### config.mk
export PLATFORM = sky130hd
export DESIGN_NAME = fetch_unit
export DESIGN_NICKNAME = d
export VERILOG_FILES = /design/src/rtl/fetch_pkg.sv /design/src/rtl/fetch_fifo.sv /design/src/rtl/fetch_unit.sv
export SDC_FILE = /design/constraint.sdc
export NUM_CORES = 1
export LEC_CHECK = 0
export ABC_AREA = 1
export CAP_MARGIN = 25
export CORE_MARGIN = 2
export CORE_UTILIZATION = 30
export DETAILED_ROUTE_END_ITERATION = 8
export SYNTH_ARGS = -nofsm -noshare
export SYNTH_HDL_FRONTEND = slang
export SYNTH_SLANG_ARGS = --single-unit
export TNS_END_PERCENT = 50
### constraint.sdc
create_clock -name clk -period 4.5 [get_ports clk]
set_input_delay 0.9 -clock clk [delete_from_list [all_inputs] [get_ports clk]]
set_output_delay 0.9 -clock clk [all_outputs]
set_load 0.01 [all_outputs]
### src/rtl/fetch_pkg.sv
// Shared types and constants for the instruction-fetch stage.
package fetch_pkg;

    typedef enum logic [1:0] {
        RUN  = 2'd0,
        WAIT = 2'd1,
        DROP = 2'd2
    } state_t;

    localparam int PC_INC = 4;

    typedef logic [31:0] addr_t;
    typedef logic [31:0] inst_t;

    typedef struct packed {
        inst_t inst;
        addr_t pc;
    } fetch_entry_t;

endpackage

### src/rtl/fetch_fifo.sv
// Prefetch FIFO: synchronous push/pop, flush, occupancy count, async active-low reset.
module fetch_fifo #(
    parameter int DEPTH = 2,
    parameter int WIDTH = 64,
    localparam int PTR_W = $clog2(DEPTH),
    localparam int CNT_W = PTR_W + 1
) (
    input  logic             clk,
    input  logic             rst_n,
    input  logic             flush_i,
    input  logic             push_i,
    input  logic [WIDTH-1:0] wdata_i,
    input  logic             pop_i,
    output logic [WIDTH-1:0] rdata_o,
    output logic [CNT_W-1:0] count_o
);

    logic [WIDTH-1:0] mem_q [DEPTH];
    logic [PTR_W-1:0] wr_ptr_q, wr_ptr_d;
    logic [PTR_W-1:0] rd_ptr_q, rd_ptr_d;
    logic [CNT_W-1:0] count_q, count_d;
    logic             do_push;
    logic             do_pop;

    assign do_pop  = pop_i && (count_q != '0);
    // A push into a full FIFO is only legal when the head leaves in the same cycle.
    assign do_push = push_i && ((count_q != CNT_W'(DEPTH)) || do_pop);

    always_comb begin
        wr_ptr_d = wr_ptr_q;
        rd_ptr_d = rd_ptr_q;
        count_d  = count_q;
        if (flush_i) begin
            wr_ptr_d = '0;
            rd_ptr_d = '0;
            count_d  = '0;
        end else begin
            if (do_push) wr_ptr_d = wr_ptr_q + PTR_W'(1);
            if (do_pop)  rd_ptr_d = rd_ptr_q + PTR_W'(1);
            if (do_push && !do_pop)      count_d = count_q + CNT_W'(1);
            else if (!do_push && do_pop) count_d = count_q - CNT_W'(1);
        end
    end

    always_ff @(posedge clk or negedge rst_n) begin
        if (!rst_n) begin
            wr_ptr_q <= '0;
            rd_ptr_q <= '0;
            count_q  <= '0;
        end else begin
            wr_ptr_q <= wr_ptr_d;
            rd_ptr_q <= rd_ptr_d;
            count_q  <= count_d;
        end
    end

    always_ff @(posedge clk) begin
        if (do_push && !flush_i) mem_q[wr_ptr_q] <= wdata_i;
    end

    // Empty FIFO presents zeros so the decode-side outputs are clean after reset/flush.
    assign rdata_o = (count_q != '0) ? mem_q[rd_ptr_q] : '0;
    assign count_o = count_q;

endmodule

### src/rtl/fetch_unit.sv
// Instruction-fetch stage: PC, single-outstanding imem request FSM, redirect/flush, prefetch FIFO.
// Optional FETCH_PERF_EN adds perf_fetched / perf_bubbles counters.
module fetch_unit
    import fetch_pkg::*;
#(
    parameter int                ADDR_W     = 32,
    parameter int                DATA_W     = 32,
    parameter logic [ADDR_W-1:0] RESET_PC   = '0,
    parameter int                FIFO_DEPTH = 2
) (
    input  logic              clk,
    input  logic              reset,
    output logic              imem_req_valid,
    input  logic              imem_req_ready,
    output logic [ADDR_W-1:0] imem_req_addr,
    input  logic              imem_rsp_valid,
    input  logic [DATA_W-1:0] imem_rsp_data,
    input  logic              redirect_valid,
    input  logic [ADDR_W-1:0] redirect_pc,
    output logic              inst_valid,
    input  logic              inst_ready,
    output logic [DATA_W-1:0] inst,
    output logic [ADDR_W-1:0] inst_pc
`ifdef FETCH_PERF_EN
    ,
    output logic [31:0]       perf_fetched,
    output logic [31:0]       perf_bubbles
`endif
);

    localparam int                CNT_W      = $clog2(FIFO_DEPTH) + 1;
    localparam int                ENT_W      = DATA_W + ADDR_W;
    localparam logic [ADDR_W-1:0] ALIGN_MASK = ~ADDR_W'(3);

    state_t            state_q, state_d;
    logic [ADDR_W-1:0] pc_q, pc_d;
    logic [ADDR_W-1:0] req_pc_q, req_pc_d;
    logic              en_q;
    logic [CNT_W-1:0]  fifo_count;
    logic [ENT_W-1:0]  fifo_head;
    logic              accept;
    logic              push;
    logic              pop;
    logic              flush;

    // en_q holds off the first request until the cycle after reset release.
    assign imem_req_valid = en_q && (state_q == RUN) && (fifo_count < CNT_W'(FIFO_DEPTH));
    assign imem_req_addr  = pc_q;
    assign accept         = imem_req_valid && imem_req_ready;
    assign inst_valid     = (fifo_count != '0);
    assign pop            = inst_valid && inst_ready && !redirect_valid;
    assign flush          = redirect_valid;

    always_comb begin
        state_d  = state_q;
        pc_d     = pc_q;
        req_pc_d = req_pc_q;
        push     = 1'b0;
        if (redirect_valid) begin
            pc_d = redirect_pc & ALIGN_MASK;
            unique case (state_q)
                RUN:        state_d = accept ? DROP : RUN;
                WAIT, DROP: state_d = imem_rsp_valid ? RUN : DROP;
                default:    state_d = RUN;
            endcase
        end else begin
            unique case (state_q)
                RUN: begin
                    if (accept) begin
                        state_d  = WAIT;
                        req_pc_d = pc_q;
                        pc_d     = pc_q + ADDR_W'(PC_INC);
                    end
                end
                WAIT: begin
                    if (imem_rsp_valid) begin
                        push    = 1'b1;
                        state_d = RUN;
                    end
                end
                DROP: begin
                    if (imem_rsp_valid) state_d = RUN;
                end
                default: state_d = RUN;
            endcase
        end
    end

    always_ff @(posedge clk or negedge reset) begin
        if (!reset) begin
            state_q <= RUN;
            pc_q    <= RESET_PC & ALIGN_MASK;
            en_q    <= 1'b0;
        end else begin
            state_q <= state_d;
            pc_q    <= pc_d;
            en_q    <= 1'b1;
        end
    end

    always_ff @(posedge clk) begin
        req_pc_q <= req_pc_d;
    end

    fetch_fifo #(
        .DEPTH (FIFO_DEPTH),
        .WIDTH (ENT_W)
    ) u_fifo (
        .clk     (clk),
        .rst_n   (reset),
        .flush_i (flush),
        .push_i  (push),
        .wdata_i ({imem_rsp_data, req_pc_q}),
        .pop_i   (pop),
        .rdata_o (fifo_head),
        .count_o (fifo_count)
    );

    assign inst    = fifo_head[ENT_W-1 -: DATA_W];
    assign inst_pc = fifo_head[ADDR_W-1:0];

`ifdef FETCH_PERF_EN
    logic [31:0] perf_fetched_q, perf_bubbles_q;

    always_ff @(posedge clk or negedge reset) begin
        if (!reset) begin
            perf_fetched_q <= '0;
            perf_bubbles_q <= '0;
        end else begin
            if (push)        perf_fetched_q <= perf_fetched_q + 32'd1;
            if (!inst_valid) perf_bubbles_q <= perf_bubbles_q + 32'd1;
        end
    end

    assign perf_fetched = perf_fetched_q;
    assign perf_bubbles = perf_bubbles_q;
`else
    // Performance counters compiled out.
`endif

endmodule

# [Word-level counts from Yosys, hierarchy flattened]
# Memory sizes are Yosys's and may differ from the RTL's.
# Cells that the tools add are included.
[word_totals] n_memories=1 in_bits=70 ramBits=128 word_cells=68 ff_bits=71
[memory_table] memory="u_fifo.mem_q" depth=2 word_bits=64 rd=1 rd_ports_with_merged_regs=0 write_ports=1 line="fetch_fifo.sv:18" source="logic [WIDTH-1:0] mem_q [DEPTH];"
[op_classes] muxes=23 add_sub_neg=5 magnitude_cmp=1 eq_ne=5 bitwise=1 reduce_logical=25
[ops] op="$mux W32" n=3
[ops] op="$mux W64" n=1
[ops] op="$add A32 B3 Y32 const B" n=1
[ops] op="$mux W2" n=8
[ops] op="$logic_and A1 B1 Y1" n=10
[ops] op="$reduce_bool A2 Y1" n=5
[ops] op="$mux W1" n=9
[ops] op="$pmux W2 S2" n=2
[ops] op="$reduce_and A2 Y1" n=2
[ops] op="$logic_not A1 Y1" n=3
[ops] op="$ne A3 B1 Y1 const B" n=1
[ops] op="$ne A3 B3 Y1 const B" n=1
[ops] op="$reduce_and A3 Y1" n=1
[ops] op="$reduce_bool A3 Y1" n=1
[ops] op="$add A1 B1 Y1 const B" n=2
[ops] op="$add A2 B1 Y2 const B" n=1
[ops] op="$eq A2 B1 Y1 const B" n=1
[ops] op="$eq A2 B2 Y1 const B" n=1
[ops] op="$logic_not A2 Y1" n=1
[ops] op="$lt A2 B2 Y1 const B" n=1
[ops] op="$ne A2 B2 Y1 const B" n=1
[ops] op="$reduce_or A2 Y1" n=1
[ops] op="$sub A2 B1 Y2 const B" n=1
[ops] op="$logic_or A1 B1 Y1" n=1
[ops] op="$not A1 Y1" n=1

# [Logic depth before layout (Yosys ltp)]
# Gate-level depths: netlist of run 1.
[logic_depth] word_depth=11 mapped_depth=12 ltp_nobuf=11

# [Hierarchy]
# Synthesis of run 1 repeated with hierarchy kept, for this count alone.
[hier_totals] hier_cells=788 area_unflattened_um2=8370.5
[by_module_without_submodules] module="fetch_fifo" seq_area_each_um2=3943.8 n_inst=1 cells_per_inst=377 area_per_inst_um2=4999.8
[by_module_without_submodules] module="fetch_unit" seq_area_each_um2=1726.7 n_inst=1 cells_per_inst=411 area_per_inst_um2=3370.7

# [Worst setup path before layout of run 1]
# OpenSTA, ideal clock, no wires.
[synth_timing] path_type="input port to flip-flop" startpoint="in redirect_valid" endpoint="mem u_fifo.mem_q[0][10] (enable)" path_stages=4 t_arrival_ns=3.947 setup_ns=0.482 n_path_buf=1 path_slack_ns=0.071 required_time_ns=4.018 cell_sequence="buf_2 -> nor2_1 -> o21ai_0 -> nor2_1"
[synth_between] elab_chain_len=8
[synth_lines] item="start, declared" line="fetch_unit.sv:18" source="input logic redirect_valid,"
[synth_lines] item="$logic_not A1 Y1" line="fetch_fifo.sv:58, fetch_unit.sv:51"
[synth_lines] item="$logic_and A1 B1 Y1" line="fetch_unit.sv:51" source="assign pop = inst_valid && inst_ready && !redirect_valid;"
[synth_lines] item="$logic_and A1 B1 Y1" line="fetch_fifo.sv:25" source="assign do_pop = pop_i && (count_q != '0);"
[synth_lines] item="$logic_or A1 B1 Y1" line="fetch_fifo.sv:27" source="assign do_push = push_i && ((count_q != CNT_W'(DEPTH)) || do_pop);"
[synth_lines] item="$logic_and A1 B1 Y1" line="fetch_fifo.sv:27"
[synth_lines] item="$logic_and A1 B1 Y1 *" line="fetch_fifo.sv:58" source="if (do_push && !flush_i) mem_q[wr_ptr_q] <= wdata_i;"
[synth_lines] item="$mux W1 *" line="fetch_fifo.sv:58"
[synth_lines] item="$mux W1 (not written as such) *" line="fetch_fifo.sv:58"
[synth_lines] item="end, declared" line="fetch_fifo.sv:18"
# Every way passes the cells marked *; elsewhere a longest branch is shown, timed or not.

# [Worst setup path after layout of run 1]
[layout_timing] startpoint="reg u_fifo.count_q[1] (netlist: u_fifo.count_o[1])" endpoint="out inst[16]"
[layout_between] elab_chain_len=2
[layout_lines] item="start, declared" line="fetch_fifo.sv:21" source="logic [CNT_W-1:0] count_q, count_d;"
[layout_lines] item="start signal, assigned" line="fetch_fifo.sv:53" source="count_q <= count_d;"
[layout_lines] item="$reduce_bool A2 Y1" line="fetch_fifo.sv:62" source="assign rdata_o = (count_q != '0) ? mem_q[rd_ptr_q] : '0;"
[layout_lines] item="$mux W64" line="fetch_fifo.sv:62"
[layout_lines] item="end, declared" line="fetch_unit.sv:22" source="output logic [DATA_W-1:0] inst,"
# No other way between the ends.

==> flow_summary.toml, run 1 <==
[synth]
syn_avg_cell_area_um2 = 10.5
ys_types = 27
synth_largest_type_area_fraction = 0.565
postSynthCellCount = 783
yosysWarningCount = 0
synth.area.top_cells = "edfxtp_1 (56%), nand2_1 (14%), dfrtp_1 (11%), a21oi_1 (4.3%), inv_1 (2.0%)"
synth_seq_cells = 191
synth_top_area_cell = "edfxtp_1"
synth_area_um2 = 8190
seq_area_frac_synth = 0.678

[layout]
diodes = 0
nets = 1020
drive_gt1_frac = 0.0761
final_common_cell = "nand2_1"
final_cell_mix = "nand2_1 (300), clkdlybuf4s50_1 (160), edfxtp_1 (154)"
nFillCells = 2611
multi_input_area_um2 = 2320
register_area_um2 = 5550
syn_to_final_growth_pct = 31.9

[sta]
postLayoutSetupSlackWorst_ns = 0.940
rsz0062_at_grt = "false"
slew_headroom = 0.460
tightest_slew_ns = 0.802
hold_violations = 0
finalClockSkew_ns = 0.0107
max_freq_mhz = 281
fin_crit_sh = 0.791
setup_viol = 0
post-route-min-period_ns = 3.56
tns_ns = 0
slew_violations = 0

[die]
boundaryPins = 168
die_w_um = 169
die_h_um = 169
start_util = 0.305
dieArea_um2 = 28600
row_count = 60
core_area_um2 = 26900

[routing]
postRouteAntennaNets = 0
dr_total_vias = 5918
dr.pass1.iters = 5
drt-total-wl_mm = 20.4
drc = 0
wl_per_cell_um = 15.7
viasPerCell = 4.55
dr.first_iter.drc_count = 372

[power_and_ir_drop]
p_leak_nw = 4.01
p_per_area_nw_per_um2 = 444
irDropWorstVdd_v = 0.000250
finalPower_mw = 4.79

[critical_path]
crit_arrival_ns = 2.66
path_buf_inv = 4
crit_type = "flip-flop to output pin"
slowest_delay_ns = 0.50
r2r_slack_ns = 1.98
startpoint_type = "flip-flop"
critPathSlowestCell = "clkdlybuf4s50_1"
cp_max_fo = 35
path_cells = "inv_1 > nand2_1 > inv_2 > buf_4 > a21oi_1 > clkdlybuf4s50_1"
cp_top_family = "buffers and inverters"
cp-end-kind = "output pin"
cp_data_required_time_ns = 3.60

[global_route]
grt.total_usage = 0.147
grt_pass1_vias = 5862
antenna_found_initial = 0
grt_pass1_wl_mm = 32.2
gr-total-overflow = 0
grt_start_max_net_pins = 63

[placed_design]
post-place-ws_ns = 1.16
port_buffers = 161
dp_hpwl_mm = 13.7
gp_congestion = 0.832

[cts]
cts.sinks = 191
htree_levels = 4
cts_hold_buf = 0
cts_buffers = 17
post-cts-setup-buffers = 0
cts_tree = "yes"
root_buffer = "clkbuf_16"
clkTransAtPathRegs_ns = 0.07
cts_buffer_depth = 2
clock_latency_ns = 0.43
cts-resized-gates = 0

[run]
drv_cap = 0

[min_path]
hold_path.class = "input port to asynchronous set/reset pin"

[run_status]
status = "completed"
==> sequential cells by signal, summed over array words and instances, names as in the netlist <==
| name | cells |
|---|---|
| u_fifo.rd_ptr_q | 1 |
| state_q | 2 |
| u_fifo.wr_ptr_q | 1 |
| u_fifo.count_o | 2 |
| u_fifo.mem_q | 124 |
| en_q | 1 |
| req_pc_q | 30 |
| imem_req_addr | 30 |
==> stage by stage <==
stage / instance area [um2] / cells / utilization / hold WS [ns]
floorplan: 8200 / 786 / - / 0.421
global placement: 10200 / 1266 / 0.379 / 0.425
detailed placement: 10200 / 1266 / 0.379 / 0.429
CTS: 10800 / 1298 / 0.400 / 0.447
global route: 10800 / 1300 / 0.402 / 0.221
finish: 10800 / 1300 / 0.402 / 0.254
==> worst paths after layout <==
| path | from | end | cells after the start |
|---|---|---|---|
| max reg2reg | state_q[1] | u_fifo.mem_q[1][36] | 7 |
| min reg2reg | req_pc_q[2] | u_fifo.mem_q[1][2] | 0 |
| min in group clk | req_pc_q[2] | u_fifo.mem_q[1][2] | 0 |
| max | u_fifo.count_o[1] | inst[16] | 6 |
| min | reset | imem_req_addr[24] | 1 |
| max in group asynchronous | reset | u_fifo.rd_ptr_q | 2 |
==> synthesized netlist by cell type <==
library cell and n:
conb_1 2, inv_1 44, nand4_1 1, a31oi_1 2, nand2_1 300, nor2_1 39
a21oi_1 70, nor2_2 6, o21bai_1 10, clkinv_1 1, buf_6 1, inv_2 7
xor2_1 8, nand3_1 26, buf_2 4, nor2_4 6, o21ai_1 3, nand2_2 5
clkbuf_1 21, dfrtp_1 37, nand2_4 2, buf_4 5, o211ai_1 6, ha_1 4
edfxtp_1 154, xnor2_1 1, o21ai_0 18
==> kinds of logic (layout without fill, tap and decap cells) <==
group,after synthesis,count (layout),share of synthesized area
fa+ha+maj,4,4,0.00611
compound gates,109,109,0.0718
flops,191,191,0.678
other cells,2,5,0.000917
simple gates,385,385,0.192
buf+inv,83,256,0.0419
xor+xnor,9,9,0.00963
==> layout make-up <==
cell class / count / share of cell area
tap: 341 / 0.0395
timing repair buffer: 172 / 0.160
clock buffer: 17 / 0.0394
sequential: 191 / 0.514
inverter: 52 / 0.0181
clock inverter: 15 / 0.0138
multi-input combinational: 512 / 0.215
==> metal layers <==
metal	wire (um)	GRT usage	vias to the layer above
li1	-	-	2929
met1	9160	0.194	2804
met2	9810	0.240	170
met3	1110	0.0347	15
met4	310	0.0494	0
met5	0	0	-
==> worst register-to-register path, delay by kind of cell, from the launching register on <==
family	cells	cell delay (ns)
fa+ha+maj	1	0.15
buf+inv	2	0.56
compound gates	1	0.30
flops	1	0.39
simple gates	3	0.74
==> power by group <==
group	switching (mW)	internal, mW
clock network	0.692	0.781
registers	0.118	2.03
logic	0.636	0.538
total	1.45	3.35
Power figures use the tool's default switching activity.
==> inputs of run 2 (changes only) <==
Clock period 4.5 ns to 2.9 ns, I/O delays scaled along.
==> run 2 against run 1 <==
Count of clock-buffer cells in the layout rose by 2. Sequential share of layout area fell by 0.46 points. Largest power group unchanged. Critical path type unchanged. Clock power rose by 61%. Register-to-register slack got worse by 1.2 ns. Via count fell by 1.9%.
==> flow_summary.toml, run 2 (synthesis gave the netlist of run 1 again) <==
[power_and_ir_drop]
seq_power_share = 0.443
p_per_area_nw_per_um2 = 694
finalPower_mw = 7.56
irDropWorstVdd_v = 0.000416
p_clk_frac = 0.312
p_leak_nw = 4.05
power_frac_comb = 0.245
switching_power_mw = 2.17
swShare = 0.287
internal-power_mw = 5.39

[die]
boundaryPins = 168
core_area_um2 = 26900
start_util = 0.305
dieArea_um2 = 28600
die_h_um = 169
die_w_um = 169
row_count = 60

[layout]
syn_to_final_growth_pct = 33.1
drive_gt1_frac = 0.0740
largest_register = "u_fifo.mem_q"
diodes = 0
final_cell_mix = "nand2_1 (299), clkdlybuf4s50_1 (160), edfxtp_1 (154)"
fin_area_um2 = 10900
final_common_cell = "nand2_1"
largest_register_ffs = 124
final_util = 0.405
nets = 1021
fin_cells = 1301

[cts]
cts.sinks = 191
cts_buffers = 17
post-cts-setup-buffers = 0
clock_latency_ns = 0.42
clkTransAtPathRegs_ns = 0.07
root_buffer = "clkbuf_16"
cts_buffer_depth = 2
htree_levels = 4
cts_tree = "yes"

[run_status]
status = "completed"

[critical_path]
r2r_start = "state_q[1]"
cp_data_required_time_ns = 2.32
slowest_delay_ns = 0.59
r2r_cells = 7
cp_max_fo = 23
reg2reg_to = "u_fifo.mem_q[1][30]"
cp_top_family = "buffers and inverters"
crit_type = "flip-flop to output pin"
r2r_slack_ns = 0.74
path_buf_inv = 3
startpoint_type = "flip-flop"
crit_arrival_ns = 2.19
path_cells = "inv_4 > buf_12 > nand2_1 > a21oi_1 > clkdlybuf4s50_1"
critPathSlowestCell = "dfrtp_4"
cp-end-kind = "output pin"

[sta]
postLayoutSetupSlackWorst_ns = 0.129
tns_ns = 0
tightest_slew_ns = 0.914
max_freq_mhz = 361
hold_violations = 0
rsz0062_at_grt = "false"
finalClockSkew_ns = 0.0178
fin_crit_sh = 0.956
slew_headroom = 0.390
hold_slack_ns = 0.285
post-route-min-period_ns = 2.77
setup_viol = 0
slew_violations = 0

[routing]
wl_per_cell_um = 15.4
drt-total-wl_mm = 20.0
dr.first_iter.drc_count = 317
viasPerCell = 4.46
drc = 0
dr_total_vias = 5808
postRouteAntennaNets = 0
dr.pass1.iters = 7

[placed_design]
dp_hpwl_mm = 13.2
placed_area_um2 = 10300
gp_congestion = 0.840
post-place-ws_ns = 0.270
port_buffers = 161
placedCellCount = 1268

[global_route]
gr-total-overflow = 0
grt_pass1_wl_mm = 31.0
grt_start_max_net_pins = 58
grt.total_usage = 0.141
grt_pass1_vias = 5592
antenna_found_initial = 0

[run]
drv_cap = 0

[min_path]
hold_path.class = "input port to asynchronous set/reset pin"
-- run 2: worst register-to-register path, cell delays in order (launching register included) --
cell and delay [ns]:
dfrtp_1 0.40, inv_1 0.08, ha_1 0.14, nand2_1 0.06
nor2_1 0.12, o21ai_0 0.31, nor2_4 0.31, buf_12 0.32
-- run 2: worst max path at each step --
stage | start | end | slack (ns) | depth (start not counted)
6_report | u_fifo.rd_ptr_q | inst_pc[22] | 0.13 | 5
5_1_grt | u_fifo.rd_ptr_q | inst_pc[14] | 0.02 | 4
4_1_cts | u_fifo.count_o[1] | inst_pc[19] | 0.007 | 6
3_5_place_dp | imem_rsp_valid | u_fifo.mem_q[1][32] | 0.27 | 6
3_3_place_gp | imem_rsp_valid | u_fifo.mem_q[1][32] | 0.30 | 6
2_1_floorplan | redirect_valid | u_fifo.mem_q[0][10] | -0.21 | 4
-- run 2: power by group through the flow --
stage	combinational (mW)	sequential [mW]	clock, mW
floorplan	0.845	3.35	0
finish	1.85	3.35	2.36
global placement	1.83	3.41	0
detailed placement	1.84	3.41	0
CTS	1.85	3.35	2.44
global route	2.04	3.38	2.54
-- run 2: what timing repair did --
item / CTS / global route
hold buffers: 0 / 0
gates resized for setup: 1 / 6
gates cloned: 0 / 1
endpoints found under the setup margin: 42 / 42
-- run 2: layout make-up --
cell class / instances / area (um2)
inverters: 52 / 203
fillers: 2599 / 16000
flip-flops and latches: 191 / 5550
clock inverters: 13 / 161
multi-input cells: 512 / 2320
well taps: 341 / 427
repair buffers: 173 / 1800
clock buffers: 19 / 433
-- run 2: metal layers --
metal	vias up	wire [um]	GRT usage
met5	-	0	0
met4	0	206	0.0405
met3	12	943	0.0292
met2	153	9470	0.223
met1	2720	9370	0.196
li1	2923	-	-
==> inputs of run 3 (changes only) <==
Settings changed: GPL_TIMING_DRIVEN from default to 1.
==> results of run 3 <==
Final layout, timing and power as in run 2 (identical DEF).
